--- src/rtl/mdu_iter.sv ---
// Iterative multiply/divide unit owning HI/LO: fixed-latency multiply(-accumulate), 1 bit/cycle
// restoring divide. Optional MDU_CANCEL_EN adds a Cancel input that aborts an op in flight.
module mdu_iter #(
  parameter int WIDTH   = 32,
  parameter int MUL_LAT = 5
) (
  input  logic             clk,
  input  logic             reset,
  input  logic [WIDTH-1:0] A,
  input  logic [WIDTH-1:0] B,
  input  logic             Start,
  input  logic [3:0]       MDUOp,
`ifdef MDU_CANCEL_EN
  input  logic             Cancel,
`endif
  output logic             Busy,
  output logic [WIDTH-1:0] HI,
  output logic [WIDTH-1:0] LO
);

  localparam int DIV_LAT = WIDTH;
  localparam int CNT_MAX = (DIV_LAT > MUL_LAT) ? DIV_LAT : MUL_LAT;
  localparam int CW      = $clog2(CNT_MAX);

  localparam logic [1:0] IDLE = 2'd0;
  localparam logic [1:0] MUL  = 2'd1;
  localparam logic [1:0] DIV  = 2'd2;

  localparam logic [3:0] OpMult  = 4'd1;
  localparam logic [3:0] OpMultu = 4'd2;
  localparam logic [3:0] OpDiv   = 4'd3;
  localparam logic [3:0] OpDivu  = 4'd4;
  localparam logic [3:0] OpMthi  = 4'd5;
  localparam logic [3:0] OpMtlo  = 4'd6;
  localparam logic [3:0] OpMadd  = 4'd7;
  localparam logic [3:0] OpMaddu = 4'd8;
  localparam logic [3:0] OpMsub  = 4'd9;
  localparam logic [3:0] OpMsubu = 4'd10;

  logic             cancel;
`ifdef MDU_CANCEL_EN
  assign cancel = Cancel;
`else
  assign cancel = 1'b0;
`endif

  logic [1:0]       state_q, state_d;
  logic [CW-1:0]    cnt_q, cnt_d;
  logic [WIDTH-1:0] hi_q, hi_d, lo_q, lo_d;
  logic [WIDTH-1:0] a_q, a_d, b_q, b_d;
  logic [3:0]       op_q, op_d;
  logic [WIDTH-1:0] rem_q, rem_d, quo_q, quo_d, dvs_q, dvs_d;
  logic             qneg_q, qneg_d, rneg_q, rneg_d;
  logic             dz_q, dz_d, ovf_q, ovf_d;

  // Multiply datapath works on the latched operands at full 2*WIDTH.
  logic                 mul_signed;
  logic [2*WIDTH-1:0]   mul_a, mul_b, prod, acc, mul_res;

  assign mul_signed = (op_q == OpMult) || (op_q == OpMadd) || (op_q == OpMsub);
  assign mul_a      = mul_signed ? {{WIDTH{a_q[WIDTH-1]}}, a_q} : {{WIDTH{1'b0}}, a_q};
  assign mul_b      = mul_signed ? {{WIDTH{b_q[WIDTH-1]}}, b_q} : {{WIDTH{1'b0}}, b_q};
  assign prod       = mul_a * mul_b;
  assign acc        = {hi_q, lo_q};

  always_comb begin
    mul_res = prod;
    if ((op_q == OpMadd) || (op_q == OpMaddu)) begin
      mul_res = acc + prod;
    end else if ((op_q == OpMsub) || (op_q == OpMsubu)) begin
      mul_res = acc - prod;
    end
  end

  // One restoring step: shift the next dividend bit into the remainder, subtract if it fits.
  logic [WIDTH:0]   rem_sh, diff;
  logic             fits;
  logic [WIDTH-1:0] rem_n, quo_n, q_fix, r_fix;

  assign rem_sh = {rem_q, quo_q[WIDTH-1]};
  assign diff   = rem_sh - {1'b0, dvs_q};
  assign fits   = ~diff[WIDTH];
  assign rem_n  = fits ? diff[WIDTH-1:0] : rem_sh[WIDTH-1:0];
  assign quo_n  = {quo_q[WIDTH-2:0], fits};
  assign q_fix  = qneg_q ? (~quo_n + 1'b1) : quo_n;
  assign r_fix  = rneg_q ? (~rem_n + 1'b1) : rem_n;

  logic is_mul_op, is_div_op, div_signed;

  assign is_mul_op  = (MDUOp == OpMult) || (MDUOp == OpMultu) || (MDUOp == OpMadd) ||
                      (MDUOp == OpMaddu) || (MDUOp == OpMsub) || (MDUOp == OpMsubu);
  assign is_div_op  = (MDUOp == OpDiv) || (MDUOp == OpDivu);
  assign div_signed = (MDUOp == OpDiv);

  always_comb begin
    state_d = state_q;
    cnt_d   = cnt_q;
    hi_d    = hi_q;
    lo_d    = lo_q;
    a_d     = a_q;
    b_d     = b_q;
    op_d    = op_q;
    rem_d   = rem_q;
    quo_d   = quo_q;
    dvs_d   = dvs_q;
    qneg_d  = qneg_q;
    rneg_d  = rneg_q;
    dz_d    = dz_q;
    ovf_d   = ovf_q;
    case (state_q)
      IDLE: begin
        if (Start && is_mul_op) begin
          a_d     = A;
          b_d     = B;
          op_d    = MDUOp;
          cnt_d   = CW'(MUL_LAT - 1);
          state_d = MUL;
        end else if (Start && is_div_op) begin
          a_d     = A;
          b_d     = B;
          op_d    = MDUOp;
          rem_d   = '0;
          quo_d   = (div_signed && A[WIDTH-1]) ? (~A + 1'b1) : A;
          dvs_d   = (div_signed && B[WIDTH-1]) ? (~B + 1'b1) : B;
          qneg_d  = div_signed && (A[WIDTH-1] ^ B[WIDTH-1]);
          rneg_d  = div_signed && A[WIDTH-1];
          dz_d    = (B == '0);
          ovf_d   = div_signed && (A == {1'b1, {(WIDTH-1){1'b0}}}) && (B == '1);
          cnt_d   = CW'(DIV_LAT - 1);
          state_d = DIV;
        end else if (MDUOp == OpMthi) begin
          hi_d = A;
        end else if (MDUOp == OpMtlo) begin
          lo_d = A;
        end
      end
      MUL: begin
        if (cancel) begin
          state_d = IDLE;
        end else if (cnt_q == '0) begin
          {hi_d, lo_d} = mul_res;
          state_d      = IDLE;
        end else begin
          cnt_d = cnt_q - 1'b1;
        end
      end
      DIV: begin
        if (cancel) begin
          state_d = IDLE;
        end else begin
          rem_d = rem_n;
          quo_d = quo_n;
          if (cnt_q == '0) begin
            state_d = IDLE;
            if (dz_q) begin
              lo_d = '1;
              hi_d = a_q;
            end else if (ovf_q) begin
              lo_d = a_q;
              hi_d = '0;
            end else begin
              lo_d = q_fix;
              hi_d = r_fix;
            end
          end else begin
            cnt_d = cnt_q - 1'b1;
          end
        end
      end
      default: state_d = IDLE;
    endcase
  end

  always_ff @(posedge clk or negedge reset) begin
    if (!reset) begin
      state_q <= IDLE;
      cnt_q   <= '0;
      hi_q    <= '0;
      lo_q    <= '0;
      a_q     <= '0;
      b_q     <= '0;
      op_q    <= '0;
      rem_q   <= '0;
      quo_q   <= '0;
      dvs_q   <= '0;
      qneg_q  <= 1'b0;
      rneg_q  <= 1'b0;
      dz_q    <= 1'b0;
      ovf_q   <= 1'b0;
    end else begin
      state_q <= state_d;
      cnt_q   <= cnt_d;
      hi_q    <= hi_d;
      lo_q    <= lo_d;
      a_q     <= a_d;
      b_q     <= b_d;
      op_q    <= op_d;
      rem_q   <= rem_d;
      quo_q   <= quo_d;
      dvs_q   <= dvs_d;
      qneg_q  <= qneg_d;
      rneg_q  <= rneg_d;
      dz_q    <= dz_d;
      ovf_q   <= ovf_d;
    end
  end

  assign Busy = (state_q != IDLE);
  assign HI   = hi_q;
  assign LO   = lo_q;

endmodule

--- config.mk ---
export PLATFORM = sky130hd
export DESIGN_NAME = mdu_iter
export DESIGN_NICKNAME = d
export VERILOG_FILES = /design/src/rtl/mdu_iter.sv
export SDC_FILE = /design/constraint.sdc
export NUM_CORES = 2
export LEC_CHECK = 0
export ABC_AREA = 1
export CAP_MARGIN = 0
export CORE_AREA = 2 2 511 310
export CTS_CLUSTER_DIAMETER = 100
export DETAILED_ROUTE_END_ITERATION = 12
export DIE_AREA = 0 0 513 312
export PLACE_DENSITY = 0.63
export SLEW_MARGIN = 25
export SYNTH_ARGS = -nofsm -noshare
export SYNTH_HDL_FRONTEND = slang
export SYNTH_SLANG_ARGS = --single-unit
--- constraint.sdc ---
create_clock -name clk -period 11.8 [get_ports clk]
set_input_delay 1.18 -clock clk [delete_from_list [all_inputs] [get_ports clk]]
set_output_delay 1.18 -clock clk [all_outputs]
set_load 0.005 [all_outputs]
[Word-level counts from Yosys, hierarchy flattened]
Index checks and enable logic that the tools add are counted.
W data, S select, Z words.
Storage, ports and cells
  bits of input ports: 71
  logic and storage cells: 139
  bits in registers: 239
  output and inout port bits: 65
Operators by class
  bitwise operators: 7
  reductions and logical operators: 33
  add/subtract/negate cells: 8
  multiply operators: 1
  muxes and demuxes: 46
  equal/unequal tests: 30
Operator list (number)
  $mux W32: 28
  $mux W64: 4
  $pmux W32 S3: 2
  $add A32 B1 Y32 const B: 4
  $not A32 Y32: 4
  $pmux W32 S2: 2
  $add A64 B64 Y64: 1
  $eq A32 B32 Y1 const B: 2
  $mul A64 B64 Y64: 1
  $sub A64 B64 Y64: 1
  $sub A33 B32 Y33: 1
  $logic_not A32 Y1: 1
  $eq A4 B4 Y1 const B: 6
  $eq A4 B3 Y1 const B: 5
  $ne A2 B2 Y1 const B: 9
  $mux W5: 3
  $logic_or A1 B1 Y1: 10
  $pmux W5 S2: 1
  $reduce_and A3 Y1: 3
  $eq A4 B1 Y1 const B: 2
  $eq A4 B2 Y1 const B: 2
  $mux W4: 2
  $reduce_bool A2 Y1: 4
  $logic_and A1 B1 Y1: 7
  16 further kinds: 20

[Logic depth before layout (Yosys ltp)]
  word-level depth: 10
  gate-level depth with buffers: 62

[Least setup slack after synthesis]
OpenSTA, ideal clock, no wires.
  path type: reg2reg
  from: register op_q[1]
  to: register hi_q[24], in the netlist HI[24]
  cell stages (with the launch flop): 50
  path slack: 1262 ps
  period minus slack after synthesis: 10538 ps
  arrival: 10418 ps
  required time: 11680 ps
  buffers on the path: 3
  cell sequence: dfrtp_1 inv_1 nand3_1 nand2_1 inv_1 clkbuf_1 buf_1 nor2_1 inv_1 fa_1 inv_1 fa_1 fa_1 fa_1 inv_1 fa_1 inv_1 fa_1 (+14 left out) nand2_1 inv_1 ha_1 clkbuf_1 nand2_1 nor2_1 inv_1 nor4_1 nand3_1 nand3_1 xor2_1 nand2_1 nand2_1 inv_1 nand2_1 nand2_1 nand2_1 a21oi_2
On the way
  cells in the longest elaborated chain, start to end: 10
  elaborated cells on any way between the ends: 18
  classes of those cells: 2 x add/sub; 1 x mul; 5 x eq/ne; 6 x mux; 4 x reduce/logical
RTL lines
  start: declaration: line 51  | logic [3:0] op_q, op_d;
  start signal: assignment: line 197  | op_q <= op_d;
  $eq A4 B1 Y1 / $eq A4 B3 Y1 (equally long branches): line 60, 68
  $logic_or A1 B1 Y1 (2 in series): line 60  | assign mul_signed = (op_q == OpMult) || (op_q == OpMadd) || (op_q == OpMsub);
  $mux W64 (on tied branches): line 61, 62
  $mul A64 B64 Y64: line 63  | assign prod = mul_a * mul_b;
  $sub A64 B64 Y64: line 71  | mul_res = acc - prod;
  $mux W64: line 70  | end else if ((op_q == OpMsub) || (op_q == OpMsubu)) begin
  $mux W64 (*): line 68  | if ((op_q == OpMadd) || (op_q == OpMaddu)) begin
  $mux W32 (*): line 140  | end else if (cnt_q == '0) begin
  $pmux W32 S3 (*): line 110  | case (state_q)
  end signal: assignment: line 193  | hi_q <= hi_d;
  end: declaration: line 49  | logic [WIDTH-1:0] hi_q, hi_d, lo_q, lo_d;
Mark *: on every way between the ends. The rest lies on a longest branch, timed or not. The select of a mux whose other input is x is not followed.
A chain may end at the register's enable or synchronous reset.

[Worst setup path after layout]
  from: register b_q[23]
  to: register hi_q[22], in the netlist HI[22]
On the way
  cells in the longest elaborated chain, start to end: 7
  elaborated cells on any way between the ends: 8
  classes of those cells: 2 x add/sub; 1 x mul; 5 x mux
RTL lines
  start: declaration: line 50  | logic [WIDTH-1:0] a_q, a_d, b_q, b_d;
  start signal: assignment: line 181  | b_q <= '0;
  start signal: assignment: line 196  | b_q <= b_d;
  $mux W64 (*): line 62  | assign mul_b = mul_signed ? {{WIDTH{b_q[WIDTH-1]}}, b_q} : {{WIDTH{1'b0}}, b_q};
  $mul A64 B64 Y64 (*): line 63
  $sub A64 B64 Y64: line 71
  $mux W64: line 70
  $mux W64 (*): line 68
  $mux W32 (*): line 140
  $pmux W32 S3 (*): line 110
Marks and branches as above.

==> flow_summary.ini <==
[run_status]
status = complete, no violations

[setup_path]
r2r_end = HI[22]
worstSetupPathType = reg -> reg
r2r_slack_ns = 0.18
slowest_delay_ns = 0.80
endpoint_kind = flip-flop
crit_top_cell = fa_1
rr_worst_depth = 52
crit_required_ns = 12.36
arrival_ns = 12.18
path_buf_inv = 16
cp-start-kind = flip-flop
slowest_stage = dfrtp_2
crit_fanout = 16
critPathTopFamily = adder cells
rr_startpoint = b_q[23]

[sta]
hold_violations = 0
worst-slew-pin-transition_ns = 1.17
relSlewSlack_pct = 21.3
fin_worst_skew_ns = 0.0406
fin_tns_setup_ns = 0
maxSlewViolCount = 0
layout_min_cycle_time_ns = 11.62
rsz0062_at_grt = true
period_share_pct = 98.5
fmax_mhz = 86.0
hold_slack_ns = 0.444
setup_violations = 0

[logic_synthesis]
synth_top_area_share_pct = 37.0
syn_inst = 10700
synth_warnings = 0
syn_area_mm2 = 0.0772
synth_edf_count = 0
seq_area_frac_synth_pct = 7.75
synth_ff_type = dfrtp_1
async_flop_share_pct = 100
netlist-cell-type-count = 69
synth_area_leaders = fa_1, inv_1, nand2_1
avgSynthCellArea_um2 = 7.22
ys_ff_latch = 239
synth_fp_nets = 12700
synth_top_area_cell = fa_1

[cts]
insertion_delay_ns = 0.67
numClockSinks = 239
cts_root_buf = clkbuf_16
cts_hold_buf = 0
tritoncts = yes
cts_made_buffers = 29
clkTransAtPathRegs_ns = 0.07
cts_buffer_depth = 3
htreeDepth = 1

[detailed_routing]
avgRoutedWirePerCell_um = 26.0
first_pass_iters = 9
drt_iter0_drc = 11300
postRouteAntennaNets = 0
viasPerCell = 5.62
num_vias = 77900
wl_um = 360000
drcViolationCount = 0

[cells_and_area]
final_cell_area_mm2 = 0.0921
final_cell_mix = inv_1, nand2_1, fa_1
final_common_cell = inv_1
fin_util_pct = 59.5
area_delta_synth_final_pct = 19.4
drive_above_1_share_pct = 14.5
fin_nets = 13800

[grt]
grt_pass1_wl_um = 522000
overflow = 0
antenna_found_initial = 14
grt_usage_pct = 45.1
grt_max_degree = 127
grt_pass1_vias = 75900

[floorplanning]
core-area_mm2 = 0.155
floorplan.rows = 112
io_pins = 136
die-area_mm2 = 0.160
die_y_um = 312
die_w_um = 513
start_util_pct = 49.8

[placement]
dpl_cell_area_mm2 = 0.0904
io_buffers = 135
dpl.hpwl_um = 313000
place_congestion = 1.14

[flow_run]
cap_viol_max_count = 0

[worst_hold_path]
min_path_type = in -> async
## cells in the mapped netlist (all sizes together) (15+ instances only)
library cell and n:
inv 2861, nand2 2426, fa 1425, nor2 729
o21ai 534, a21oi 504, ha 477, clkbuf 395
nand3 356, dfrtp 239, xor2 124, nor3 79
nand4 69, a31oi 50, buf 47, a21o 39
o22ai 38, o211ai 37, xnor2 36, or2 35
o21bai 29, nor4 23, o21a 21, nand3b 15
## layer usage
metal | vias to the layer above | track usage, % | part of all wire (%)
li1 | 33800 | - | -
met1 | 37800 | 69.1 | 44
met2 | 5787 | 53.1 | 34
met3 | 540 | 24.5 | 19
met4 | 26 | 10.2 | 2.8
met5 | - | 3.38 | 0.26
## how the worst max path moves through the flow
| stage | from | endpoint | slack [ns] | cells after the start |
|---|---|---|---|---|
| floorplan | op_q[1] | HI[24] | 1.26 | 49 |
| global placement | op_q[3] | HI[30] | -0.32 | 56 |
| detailed placement | op_q[3] | HI[30] | -0.33 | 56 |
| CTS | op_q[1] | HI[18] | 0.02 | 51 |
| global route | op_q[1] | HI[27] | -0.14 | 55 |
| finish | b_q[23] | HI[22] | 0.18 | 52 |
## cell families after synthesis
logic type | count (synthesis) | synth area share [%]
xor+xnor | 160 | 1.82
fa+ha+maj | 1902 | 44.7
compound gates | 1336 | 9.66
flops | 239 | 7.75
simple gates | 3740 | 19.7
mux | 5 | 0.0730
buf+inv | 3312 | 16.3
## timing repair
action	in CTS	in global routing
pin swaps	0	17
endpoints found under the setup margin	14	28
buffers inserted	1	13
hold endpoints to repair	0	0
resized for setup	11	191
## cell type report
class	instances	area (µm²)
fill	14400	62700
multi-input combinational	7143	59200
timing repair buffer	1496	12500
inverter	2870	10800
sequential	239	6010
tap	2052	2570
clock buffer	35	768
clock inverter	15	214
antenna	8	20.0
## state kept, by name, indices dropped and copies added (netlist names), 2 cells and up
name / count
dvs_q: 32
rem_q: 32
op_q: 4
LO: 32
state_q: 2
b_q: 32
HI: 32
a_q: 32
quo_q: 32
cnt_q: 5
## through the flow
stage	instances	worst slack [ns]
2_1_floorplan	10700	1.26
3_3_place_gp	13800	-0.318
3_5_place_dp	13800	-0.330
4_1_cts	13800	0.0241
5_1_grt	13900	-0.137
6_report	13900	0.176
Power is left out: the tool's default activity adds up to more than one toggle a clock period on the data nets, which glitch-free logic cannot reach.
